$ cat src/rtl/xge_packet_gen.sv
// Synthetic 64-bit Ethernet frame source for 10G link bring-up.
// Frame lengths sweep MIN_LEN..MAX_LEN and byte i of frame k carries (k + i) mod 256.
module xge_packet_gen #(
  parameter int unsigned MIN_LEN    = 64,
  parameter int unsigned MAX_LEN    = 1518,
  parameter int unsigned IPG_CYCLES = 2,
  parameter int unsigned PKT_COUNT  = 0
) (
  input  logic        usclk,
  input  logic        sys_rst,
  input  logic        tx_ready,
  output logic [63:0] tx_data,
  output logic        tx_data_en,
  output logic        tx_data_sop,
  output logic        tx_data_eop,
  output logic [2:0]  tx_data_byte_vaild,
  output logic [31:0] gen_pkt_cnt
);

  localparam int LEN_W  = 14;
  localparam int BEAT_W = 12;
  localparam int GAP_W  = 16;
  localparam logic [LEN_W-1:0] MIN_L     = LEN_W'(MIN_LEN);
  localparam logic [LEN_W-1:0] MAX_L     = LEN_W'(MAX_LEN);
  localparam logic [GAP_W-1:0] GAP_LOAD  = GAP_W'(IPG_CYCLES - 1);
  localparam logic [31:0]      PKT_LIMIT = 32'(PKT_COUNT);

  typedef enum logic [1:0] {
    S_IDLE = 2'd0,
    S_SEND = 2'd1,
    S_GAP  = 2'd2,
    S_DONE = 2'd3
  } state_t;

  state_t              state_q, state_d;
  logic [BEAT_W-1:0]   beat_q, beat_d;
  logic [LEN_W-1:0]    len_q, len_d;
  logic [15:0]         seq_q, seq_d;
  logic [GAP_W-1:0]    gap_q, gap_d;
  logic [31:0]         cnt_q, cnt_d;
  logic [63:0]         data_q, data_d;
  logic                en_q, en_d;
  logic                sop_q, sop_d;
  logic                eop_q, eop_d;
  logic [2:0]          bv_q, bv_d;

  logic [LEN_W:0]      len_pad_s;
  logic [BEAT_W-1:0]   nbeats_s;
  logic [BEAT_W-1:0]   cur_beat_s;
  logic                last_s;
  logic [3:0]          nvalid_s;
  logic [7:0]          base_s;
  logic [31:0]         cnt_inc_s;
  logic                finish_s;
  logic                emit_s;

  // Lanes at or above nvalid are driven zero.
  function automatic logic [63:0] beat_bytes(input logic [7:0] base, input logic [3:0] nvalid);
    logic [63:0] d;
    d = 64'd0;
    for (int j = 0; j < 8; j++) begin
      if (4'(j) < nvalid) d[8*j +: 8] = base + 8'(j);
    end
    return d;
  endfunction

  assign len_pad_s  = {1'b0, len_q} + 15'd7;
  assign nbeats_s   = len_pad_s[LEN_W:3];
  assign cur_beat_s = (state_q == S_SEND) ? beat_q : 12'd0;
  assign last_s     = (cur_beat_s == nbeats_s - 12'd1);
  assign nvalid_s   = (last_s && (len_q[2:0] != 3'd0)) ? {1'b0, len_q[2:0]} : 4'd8;
  assign base_s     = seq_q[7:0] + {cur_beat_s[4:0], 3'b000};
  assign cnt_inc_s  = cnt_q + 32'd1;
  assign finish_s   = (PKT_LIMIT != 32'd0) && (cnt_inc_s == PKT_LIMIT);

  // Next-state and next-output logic; the beat for the coming cycle is built here.
  always_comb begin
    state_d = state_q;
    beat_d  = beat_q;
    len_d   = len_q;
    seq_d   = seq_q;
    gap_d   = gap_q;
    cnt_d   = cnt_q;
    data_d  = 64'd0;
    en_d    = 1'b0;
    sop_d   = 1'b0;
    eop_d   = 1'b0;
    bv_d    = 3'd0;
    emit_s  = 1'b0;
    case (state_q)
      S_IDLE: begin
        if (tx_ready) begin
          emit_s = 1'b1;
          sop_d  = 1'b1;
        end else begin
          emit_s = 1'b0;
        end
      end
      S_SEND: emit_s = 1'b1;
      S_GAP: begin
        if (gap_q == 16'd0) begin
          state_d = S_IDLE;
        end else begin
          gap_d = gap_q - 16'd1;
        end
      end
      S_DONE:  state_d = S_DONE;
      default: state_d = S_IDLE;
    endcase

    if (emit_s) begin
      en_d   = 1'b1;
      data_d = beat_bytes(base_s, nvalid_s);
      if (last_s) begin
        eop_d   = 1'b1;
        bv_d    = len_q[2:0];
        cnt_d   = cnt_inc_s;
        seq_d   = seq_q + 16'd1;
        len_d   = (len_q == MAX_L) ? MIN_L : len_q + 14'd1;
        beat_d  = 12'd0;
        gap_d   = GAP_LOAD;
        state_d = finish_s ? S_DONE : S_GAP;
      end else begin
        beat_d  = cur_beat_s + 12'd1;
        state_d = S_SEND;
      end
    end else begin
      en_d = 1'b0;
    end
  end

  // State and registered outputs; async reset abandons any frame in flight.
  always_ff @(posedge usclk or posedge sys_rst) begin
    if (sys_rst) begin
      state_q <= S_IDLE;
      beat_q  <= 12'd0;
      len_q   <= MIN_L;
      seq_q   <= 16'd0;
      gap_q   <= 16'd0;
      cnt_q   <= 32'd0;
      data_q  <= 64'd0;
      en_q    <= 1'b0;
      sop_q   <= 1'b0;
      eop_q   <= 1'b0;
      bv_q    <= 3'd0;
    end else begin
      state_q <= state_d;
      beat_q  <= beat_d;
      len_q   <= len_d;
      seq_q   <= seq_d;
      gap_q   <= gap_d;
      cnt_q   <= cnt_d;
      data_q  <= data_d;
      en_q    <= en_d;
      sop_q   <= sop_d;
      eop_q   <= eop_d;
      bv_q    <= bv_d;
    end
  end

  assign tx_data            = data_q;
  assign tx_data_en         = en_q;
  assign tx_data_sop        = sop_q;
  assign tx_data_eop        = eop_q;
  assign tx_data_byte_vaild = bv_q;
  assign gen_pkt_cnt        = cnt_q;

endmodule

$ cat config.mk
export PLATFORM = sky130hd
export DESIGN_NAME = xge_packet_gen
export DESIGN_NICKNAME = d
export VERILOG_FILES = /design/src/rtl/xge_packet_gen.sv
export SDC_FILE = /design/constraint.sdc
export NUM_CORES = 1
export LEC_CHECK = 0
export CAP_MARGIN = 20
export CORE_UTILIZATION = 45
export CTS_CLUSTER_SIZE = 24
export DETAILED_ROUTE_END_ITERATION = 16
export GPL_ROUTABILITY_DRIVEN = 0
export PLACE_DENSITY = 0.66
export SKIP_LAST_GASP = 1
export SLEW_MARGIN = 30
export SYNTH_ARGS = -nofsm -noshare
export SYNTH_HDL_FRONTEND = slang
export SYNTH_SLANG_ARGS = --single-unit
$ cat constraint.sdc
create_clock -name usclk -period 8.2 [get_ports usclk]
set_input_delay 1.23 -clock usclk [delete_from_list [all_inputs] [get_ports usclk]]
set_output_delay 1.23 -clock usclk [all_outputs]
set_load 0.05 [all_outputs]
==> flow_summary_export.csv, run 1 <==
group,metric,value,unit
clock_tree,ctsHoldBuffers,0,
setup_path,cp_max_fo,14,
cells_and_area,stdcell_count,1142,
logic_synthesis,ys_top_cells_by_area,"dfrtp_1 47%, xnor2_1 8.1%, xor2_1 4.7%",
route,drt-pass1-iter-count,5,
grt,grt_max_degree,108,
logic_synthesis,yosys.area.top_type_share,46.7,%
setup_path,crit_end,"tx_data[46]",
logic_synthesis,syn_avg_cell_area,9.96,µm²
placed_design,port_buffers,104,
clock_tree,cts_setup_buffers,0,
floorplanning,pin_count,105,
setup_path,reg2reg_to,"tx_data[46]",
cells_and_area,regArea,3850,µm²
logic_synthesis,syn_inst,823,
route,drt_iter0_drc,378,
route,ant_nets,0,
route,wirelength,19300,µm
power_and_ir_drop,seq_power_share,48.0,%
timing,setup_viol_count_final,0,
logic_synthesis,synth_edf_count,0,
power_and_ir_drop,p_sw,0.000376,W
grt,grt_use_total,21.9,%
route,wl_met3,1050,µm
cells_and_area,n_fill_cell,1566,
logic_synthesis,ys_warn_count,0,
route,wl_met1,9120,µm
logic_synthesis,synth-main-ff-cell,"dfrtp_1",
status,status,"complete, no violations",
power_and_ir_drop,p_total,0.00159,W
cells_and_area,final_area,9980,µm²
clock_tree,insertion_delay,0.43,ns
setup_path,rr_worst_depth,14,
logic_synthesis,seq_area_frac_synth,47.0,%
power_and_ir_drop,leakagePower,4.24,nW
setup_path,critPathRequiredTime,8.47,ns
clock_tree,clk_path_buf_depth,2,
power_and_ir_drop,comb_power_share,3.1,%
timing,clock_skew,0.0137,ns
setup_path,cp-startpoint,"len_q[1]",
power_and_ir_drop,ir_drop,151,µV
hold_path,hold_class,"flop to flop",
grt,grt_overflow,0,
grt,first_global_vias,6014,
timing,relSlewSlack,46.7,%
logic_synthesis,yosysMostFrequentCell,"dfrtp_1",
setup_path,arrival,5.55,ns
clock_tree,cts_tree,"done",
cells_and_area,layout-drive-gt1-share,8.07,%
logic_synthesis,netlist_top_cells_count,"153 x dfrtp_1, 76 x xnor2_1, 65 x nor3_1",
clock_tree,cts_root_buffer,"clkbuf_16",
timing,timing.fmax,0.190,GHz
setup_path,critical_path_class,"flop to flop",
logic_synthesis,synth_area,8200,µm²
logic_synthesis,synth_top_area_cell,"dfrtp_1",
timing,maxSlewViolCount,0,
route,drc,0,
power_and_ir_drop,clockPowerShare,48.9,%
timing,layout_min_cycle_time,5.27,ns
timing,hold_viol,0,
timing,worst_slew_pin_slew,0.800,ns
power_and_ir_drop,sw_frac_of_total,23.6,%
logic_synthesis,synth_nets,848,
power_and_ir_drop,p_int,0.00122,W
power_and_ir_drop,power.density,160,nW/µm²
logic_synthesis,synth_seq_cells,154,
clock_tree,numClockSinks,154,
route,maxUsedRoutingLayer,"met4",
floorplanning,core,17500,µm²
logic_synthesis,async_flop_share,100,%
floorplanning,initial_core_util,46.7,%
setup_path,cp-start-kind,"flop",
timing,setup_tns,0,ns
floorplanning,num_rows,48,
clock_tree,cts_buffers,17,
clock_tree,clk_pin_slew_worst_paths,0.06,ns
route,wl_met2,9000,µm
flow_run,drv_cap,0,
setup_path,ff2ff_setup_slack,2.93,ns
route,wire_per_inst,16.9,µm
timing,rsz0062_at_grt,"false",
logic_synthesis,synth_cell_types,67,
floorplanning,die_height,137,µm
placed_design,dpl_cell_area,9390,µm²
placed_design,dp_hpwl,13000,µm
clock_tree,cts_resized,0,
cells_and_area,area.growth.synth_to_final,21.7,%
route,via_per_inst,5.48,
cells_and_area,multi_input_area,4080,µm²
cells_and_area,nets,929,
setup_path,r2r_start,"len_q[1]",
floorplanning,die_w,137,µm
cells_and_area,antennaDiodeCount,0,
grt,grt_pass1_wl,31800,µm
placed_design,placed_cells,1110,
grt,antenna_found_initial,0,
setup_path,endpoint_kind,"flop",
route,vias,6258,
clock_tree,h-tree-depth,4,
timing,fin_crit_sh,64.3,%
floorplanning,dieArea,18800,µm²
==> metal layers <==
metal,vias up,global-route usage (%)
met5,-,0
met4,0,5.86
met3,11,4.22
met2,179,34.4
met1,3027,30.9
li1,3041,-
==> cells by family after synthesis <==
group	Yosys count	share of synthesized area (%)
AO/OA/AOI/OAI	80	7.17
buffers and inverters	68	3.57
flip-flops	154	47.0
adder cells (fa/ha/maj)	22	3.45
XOR/XNOR	123	13.6
multiplexers	4	0.534
AND/OR/NAND/NOR	372	24.6
==> per-stage QoR <==
step | hold slack (ns) | worst slack (ns) | utilization (%)
2_1_floorplan | 0.461 | 2.82 | -
3_3_place_gp | 0.463 | 3.16 | 53.5
3_5_place_dp | 0.471 | 3.03 | 53.5
4_1_cts | 0.480 | 3.01 | 56.9
5_1_grt | 0.514 | 2.60 | 56.9
6_report | 0.474 | 2.93 | 56.9
==> flip-flops by register name (all words and copies together), names as in the netlist <==
register            cells
tx_data                64
tx_data_byte_vaild      3
tx_data_en              1
tx_data_sop             1
seq_q                   8
gap_q                  16
beat_q                 12
tx_data_eop             1
gen_pkt_cnt            32
state_q                 2
len_q                  14
==> layout by cell type (no fill, tap or decap), types with 10 or more instances in the layout <==
cell type and n:
dfrtp_1 153, clkdlybuf4s50_1 104, xnor2_1 75, nor2_1 64, nor3_1 64, nand2_1 56
xor2_1 44, nand3_1 38, nand4_1 30, and3_1 30, ha_1 21, clkbuf_16 17
inv_1 16, o21ai_0 16, a21oi_1 15, and2_1 11, nor4_1 10, o31ai_1 10
and4_1 10
==> layout make-up <==
type                    count  share of cell area [%]
clock inverters            13                    1.33
multi-input cells         601                    40.9
clock buffers              19                    4.54
repair buffers            113                    11.1
well taps                 225                    2.82
inverters                  17                   0.715
flip-flops and latches    154                    38.6
==> worst min path at each step <==
stage	startpoint	end	slack, ns	cells past startpoint
after global routing	gen_pkt_cnt[31]	gen_pkt_cnt[31]	0.51	1
after global placement	gen_pkt_cnt[31]	gen_pkt_cnt[31]	0.46	1
final	gen_pkt_cnt[31]	gen_pkt_cnt[31]	0.47	1
after detailed placement	gen_pkt_cnt[31]	gen_pkt_cnt[31]	0.47	1
after floorplan	seq_q[7]	seq_q[7]	0.46	1
after CTS	gen_pkt_cnt[31]	gen_pkt_cnt[31]	0.48	1
==> power groups by stage <==
stage	clock network, W	logic, W	registers, W
CTS	0.000795	0.0000509	0.000765
finish	0.000779	0.0000497	0.000765
detailed placement	0	0.0000506	0.000779
global route	0.000830	0.0000564	0.000765
global placement	0	0.0000498	0.000779
floorplan	0	0.0000391	0.000777
==> critical path, stage by stage (launching register included) <==
cell and delay (ns):
dfrtp_1 0.62, inv_1 0.19, ha_1 0.34, nand2b_1 0.20, nand2_1 0.09, xor2_1 0.18
ha_1 0.37, mux2_2 0.38, a22oi_1 0.17, xor2_1 0.35, nor4b_1 0.39, nor3_1 0.15
or4_1 0.83, a211oi_2 0.74, nor3_1 0.12
Power figures use the tool's default switching activity.
==> run 2, diff against run 1 <==
==> constraint.sdc (replaced) <==
create_clock -name usclk -period 5 [get_ports usclk]
set_input_delay 0.75 -clock usclk [delete_from_list [all_inputs] [get_ports usclk]]
set_output_delay 0.75 -clock usclk [all_outputs]
set_load 0.05 [all_outputs]
==> flow_summary_export.csv, run 2 (synthesis results as in run 1) <==
group,metric,value,unit
grt,first_global_vias,6232,
grt,antenna_found_initial,0,
setup_path,cp-start-kind,"flop",
timing,rsz0062_at_grt,"false",
route,ant_nets,0,
setup_path,arrival,4.85,ns
clock_tree,numClockSinks,154,
cells_and_area,largest_reg_flops,64,
clock_tree,clk_pin_slew_worst_paths,0.07,ns
route,drt-pass1-iter-count,5,
clock_tree,cts_tree,"done",
setup_path,endpoint_kind,"flop",
timing,hold_viol,0,
timing,relSlewSlack,46.5,%
route,wirelength,19600,µm
hold_path,hold_depth,1,
floorplanning,dieArea,18800,µm²
floorplanning,die_w,137,µm
timing,timing.fmax,0.219,GHz
clock_tree,ctsHoldBuffers,0,
timing,setup_tns,0,ns
grt,grt_pass1_wl,32600,µm
cells_and_area,final_common_cell,"dfrtp_1",
timing,fin_crit_sh,91.5,%
timing,setup_viol_count_final,0,
grt,top_usage_layer,"met2",
flow_run,drv_cap,0,
clock_tree,clk_path_buf_depth,2,
timing,worst_slew_pin_slew,0.792,ns
route,vias,6369,
placed_design,place_ws,0.356,ns
floorplanning,die_height,137,µm
floorplanning,initial_core_util,46.7,%
floorplanning,num_rows,48,
route,drt_iter0_drc,423,
cells_and_area,area.growth.synth_to_final,23.2,%
floorplanning,core,17500,µm²
setup_path,critical_path_class,"flop to flop",
setup_path,rr_worst_depth,13,
cells_and_area,nets,939,
timing,hold_ws,0.475,ns
cells_and_area,antennaDiodeCount,0,
setup_path,cp_max_fo,28,
placed_design,port_buffers,104,
power_and_ir_drop,leakagePower,4.30,nW
timing,clock_skew,0.00864,ns
clock_tree,h-tree-depth,4,
grt,grt_use_met1,30.6,%
cells_and_area,layout-drive-gt1-share,9.17,%
cells_and_area,layout_common_cells,"151 x dfrtp_1, 104 x clkdlybuf4s50_1, 75 x xnor2_1, 64 x nor2_1, 64 x nor3_1",
route,wire_per_inst,17.0,µm
timing,layout_setup_ws,0.426,ns
grt,grt_overflow,0,
power_and_ir_drop,power.density,267,nW/µm²
grt,grt_util_met2,36.2,%
power_and_ir_drop,ir_drop,372,µV
timing,maxSlewViolCount,0,
placed_design,dp_hpwl,13200,µm
grt,grt_max_degree,88,
floorplanning,pin_count,105,
hold_path,hold_class,"flop to flop",
route,via_per_inst,5.53,
setup_path,critPathRequiredTime,5.28,ns
clock_tree,cts_buffers,17,
clock_tree,cts_root_buffer,"clkbuf_16",
status,status,"complete, no violations",
grt,grt_util_met3,5.15,%
grt,grt_use_total,22.5,%
route,drc,0,
timing,layout_min_cycle_time,4.57,ns
clock_tree,insertion_delay,0.43,ns
-- run 2: changes by cell type in the layout (fill, tap and decap cells not counted), sizes merged --
cell | previous run | this run
buf | 9 | 19
bufinv | 1 | 3
clkbuf | 19 | 18
clkinv | 5 | 4
-- run 2: layout make-up --
| cell class | count | area (µm²) |
|---|---|---|
| Clock buffer | 18 | 439 |
| Timing Repair Buffer | 123 | 1180 |
| Inverter | 17 | 68.8 |
| Fill cell | 1496 | 7440 |
| Multi-Input combinational cell | 601 | 4080 |
| Clock inverter | 14 | 185 |
| Sequential cell | 154 | 3860 |
| Tap cell | 225 | 282 |
-- run 2: final timing paths --
path | start | endpoint | slack (ns)
worst max-delay path | len_q[0] | tx_data[20] | 0.43
min in group asynchronous | sys_rst | tx_data_byte_vaild[1] | 0.86
worst max register to register | len_q[0] | tx_data[20] | 0.43
worst min register to register | gen_pkt_cnt[31] | gen_pkt_cnt[31] | 0.48
max in group asynchronous | sys_rst | len_q[6] | 3.16
worst min-delay path | gen_pkt_cnt[31] | gen_pkt_cnt[31] | 0.48
-- run 2: through the flow --
step / cells / utilization (%) / total power, W / area, µm²
final: 1152 / 57.6 / 0.00270 / 10100
after global routing: 1152 / 57.6 / 0.00280 / 10100
after CTS: 1151 / 57.4 / 0.00272 / 10100
after detailed placement: 1119 / 53.9 / 0.00136 / 9450
after global placement: 1119 / 53.8 / 0.00136 / 9440
after floorplan: 823 / - / 0.00134 / 8200
-- run 2: routing by layer --
metal,routed length [µm],part of all wire (%)
met5,0,0
met4,168,0.86
met3,1150,5.9
met2,9260,47
met1,9010,46
-- run 2: repair_timing --
item | in CTS | in global routing
setup buffers | 0 | 1
gates resized for setup | 0 | 3
setup endpoints to repair | 0 | 28
-- run 2: where the power goes --
part / leakage (nW) / total, W / internal (W) / switching (W)
Sequential: 2.01 / 0.00125 / 0.00125 / 0.00000613
Clock: 0.301 / 0.00136 / 0.000811 / 0.000551
Combinational: 1.99 / 0.0000833 / 0.0000244 / 0.0000589
Total: 4.30 / 0.00270 / 0.00208 / 0.000616
-- run 2: worst max-delay path, stage by stage (launching register included) --
cell       delay [ns]
dfrtp_2          0.49
nor3_4           0.49
xor2_1           0.31
ha_1             0.40
mux2_2           0.37
a22oi_1          0.16
xor2_1           0.32
nor4b_1          0.37
nor3_1           0.15
or4_1            0.48
buf_4            0.26
a2111oi_4        0.31
buf_4            0.22
nor3_1           0.06
==> run 3, diff against run 2 <==
--- a/config.mk
+++ b/config.mk
@@ -6,11 +6,12 @@
 export NUM_CORES = 1
 export LEC_CHECK = 0
 export CAP_MARGIN = 20
-export CORE_UTILIZATION = 45
+export CORE_UTILIZATION = 56
 export CTS_CLUSTER_SIZE = 24
 export DETAILED_ROUTE_END_ITERATION = 16
 export GPL_ROUTABILITY_DRIVEN = 0
-export PLACE_DENSITY = 0.66
+export PLACE_DENSITY = 0.8
+export SKIP_CTS_REPAIR_TIMING = 1
 export SKIP_LAST_GASP = 1
 export SLEW_MARGIN = 30
 export SYNTH_ARGS = -nofsm -noshare
==> constraint.sdc (replaced) <==
create_clock -name usclk -period 5.2 [get_ports usclk]
set_input_delay 0.78 -clock usclk [delete_from_list [all_inputs] [get_ports usclk]]
set_output_delay 0.78 -clock usclk [all_outputs]
set_load 0.05 [all_outputs]
==> flow_summary_export.csv, run 3 (synthesis results as in run 1) <==
group,metric,value,unit
status,status,"complete, no violations",
timing,hold_ws,0.489,ns
setup_path,cp_slowest_cell,"or4_1",
clock_tree,h-tree-depth,4,
timing,fin_crit_sh,92.2,%
power_and_ir_drop,seq_power_share,46.1,%
power_and_ir_drop,power.density,261,nW/µm²
grt,first_global_vias,6186,
timing,hold_viol,0,
setup_path,max_stage_delay,0.47,ns
power_and_ir_drop,p_sw,0.000604,W
grt,grt_overflow,0,
cells_and_area,layout-drive-gt1-share,8.77,%
floorplanning,num_rows,43,
timing,layout_min_cycle_time,4.79,ns
clock_tree,insertion_delay,0.44,ns
route,vias,6604,
clock_tree,cts_tree,"done",
grt,antenna_found_initial,0,
setup_path,cp-start-kind,"flop",
grt,grt_use_total,28.0,%
setup_path,endpoint_kind,"flop",
grt,grt_pass1_wl,32200,µm
clock_tree,cts_root_buffer,"clkbuf_16",
route,drc,0,
cells_and_area,area.growth.synth_to_final,22.4,%
timing,relSlewSlack,46.8,%
cells_and_area,nets,936,
route,wirelength,19800,µm
power_and_ir_drop,sw_frac_of_total,23.1,%
cells_and_area,layout_common_cells,"152 x dfrtp_1, 104 x clkdlybuf4s50_1, 75 x xnor2_1, 64 x nor2_1, 64 x nor3_1",
route,wire_per_inst,18.0,µm
timing,setup_viol_count_final,0,
power_and_ir_drop,p_int,0.00201,W
floorplanning,dieArea,15100,µm²
setup_path,cp_max_fo,28,
clock_tree,clk_path_buf_depth,2,
flow_run,drv_cap,0,
route,drt-pass1-iter-count,5,
clock_tree,clk_pin_slew_worst_paths,0.06,ns
power_and_ir_drop,comb_power_share,3.2,%
placed_design,port_buffers,104,
setup_path,arrival,5.07,ns
floorplanning,die_height,123,µm
route,ant_nets,0,
power_and_ir_drop,leakagePower,4.28,nW
floorplanning,pin_count,105,
cells_and_area,antennaDiodeCount,0,
cells_and_area,n_fill_cell,1047,
cells_and_area,largest_reg_flops,64,
clock_tree,cts_buffers,17,
cells_and_area,final_common_cell,"dfrtp_1",
timing,timing.fmax,0.209,GHz
floorplanning,initial_core_util,58.1,%
setup_path,crit_path_cell_trace,"buf_4 > inv_1 > ha_2 > nand2b_1 > nand2_1 > xor2_1 > ha_1 > mux2_2 > a22oi_1 > xor2_1 > nor4b_1 > nor3_1 > or4_1 > buf_4 > a2111oi_4 > buf_4 > nor3_1",
grt,grt_max_degree,76,
timing,clock_skew,0.00931,ns
power_and_ir_drop,p_total,0.00261,W
power_and_ir_drop,ir_drop,248,µV
setup_path,crit_top_cell,"buf_4",
setup_path,critical_path_class,"flop to flop",
setup_path,critPathRequiredTime,5.47,ns
timing,worst_slew_pin_slew,0.788,ns
clock_tree,numClockSinks,154,
route,drt_iter0_drc,561,
timing,setup_tns,0,ns
timing,maxSlewViolCount,0,
floorplanning,core,14100,µm²
hold_path,hold_class,"flop to flop",
route,via_per_inst,5.98,
timing,rsz0062_at_grt,"false",
power_and_ir_drop,clockPowerShare,50.7,%
placed_design,dp_hpwl,13100,µm
floorplanning,die_w,123,µm
[run 3: final cells by class]
cell class,instances,area (µm²),area share (%)
Clock inverter,13,186,1.86
Sequential cell,154,3860,38.4
Tap cell,180,225,2.25
Clock buffer,19,443,4.42
Timing Repair Buffer,120,1160,11.6
Inverter,17,68.8,0.686
Multi-Input combinational cell,601,4090,40.8
[run 3: critical path: cells and delay by family (launching register included)]
family                   cells  cell delay (ns)
AND/OR/NAND/NOR              6             1.34
buffers and inverters        4             0.81
adder cells (fa/ha/maj)      2             0.70
XOR/XNOR                     2             0.52
AO/OA/AOI/OAI                2             0.52
multiplexers                 1             0.38
flip-flops                   1             0.36
[run 3: power by group through the flow]
| stage | Clock, W | Sequential (W) | Combinational (W) |
|---|---|---|---|
| after CTS | 0.00134 | 0.00120 | 0.0000839 |
| after floorplan | 0 | 0.00123 | 0.0000617 |
| final | 0.00132 | 0.00121 | 0.0000830 |
| after global routing | 0.00139 | 0.00120 | 0.0000934 |
| after detailed placement | 0 | 0.00123 | 0.0000829 |
| after global placement | 0 | 0.00123 | 0.0000809 |
[run 3: worst paths after layout]
| kind | startpoint | cells after the start | end | slack [ns] |
|---|---|---|---|---|
| min | gen_pkt_cnt[31] | 1 | gen_pkt_cnt[31] | 0.49 |
| min reg2reg | gen_pkt_cnt[31] | 1 | gen_pkt_cnt[31] | 0.49 |
| min in group asynchronous | sys_rst | 2 | tx_data[24] | 0.80 |
| max reg2reg | len_q[1] | 17 | tx_data[22] | 0.41 |
| max in group asynchronous | sys_rst | 3 | gen_pkt_cnt[2] | 3.38 |
| max | len_q[1] | 17 | tx_data[22] | 0.41 |
[run 3: layer usage]
layer,vias up,track usage [%],share of wire [%]
li1,3057,-,-
met1,3255,37.7,44
met2,253,43.8,47
met3,39,6.09,6.5
met4,0,11.6,2.6
met5,-,0,0
[run 3: through the flow]
stage               instance area, µm²  cells  setup WS, ns  utilization (%)
floorplan                         8200    823         0.272                -
global placement                  9360   1071         0.561             66.4
detailed placement                9370   1071         0.386             66.5
CTS                              10000   1103         0.288             70.9
global route                     10000   1104        0.0925             71.2
finish                           10000   1104         0.407             71.2
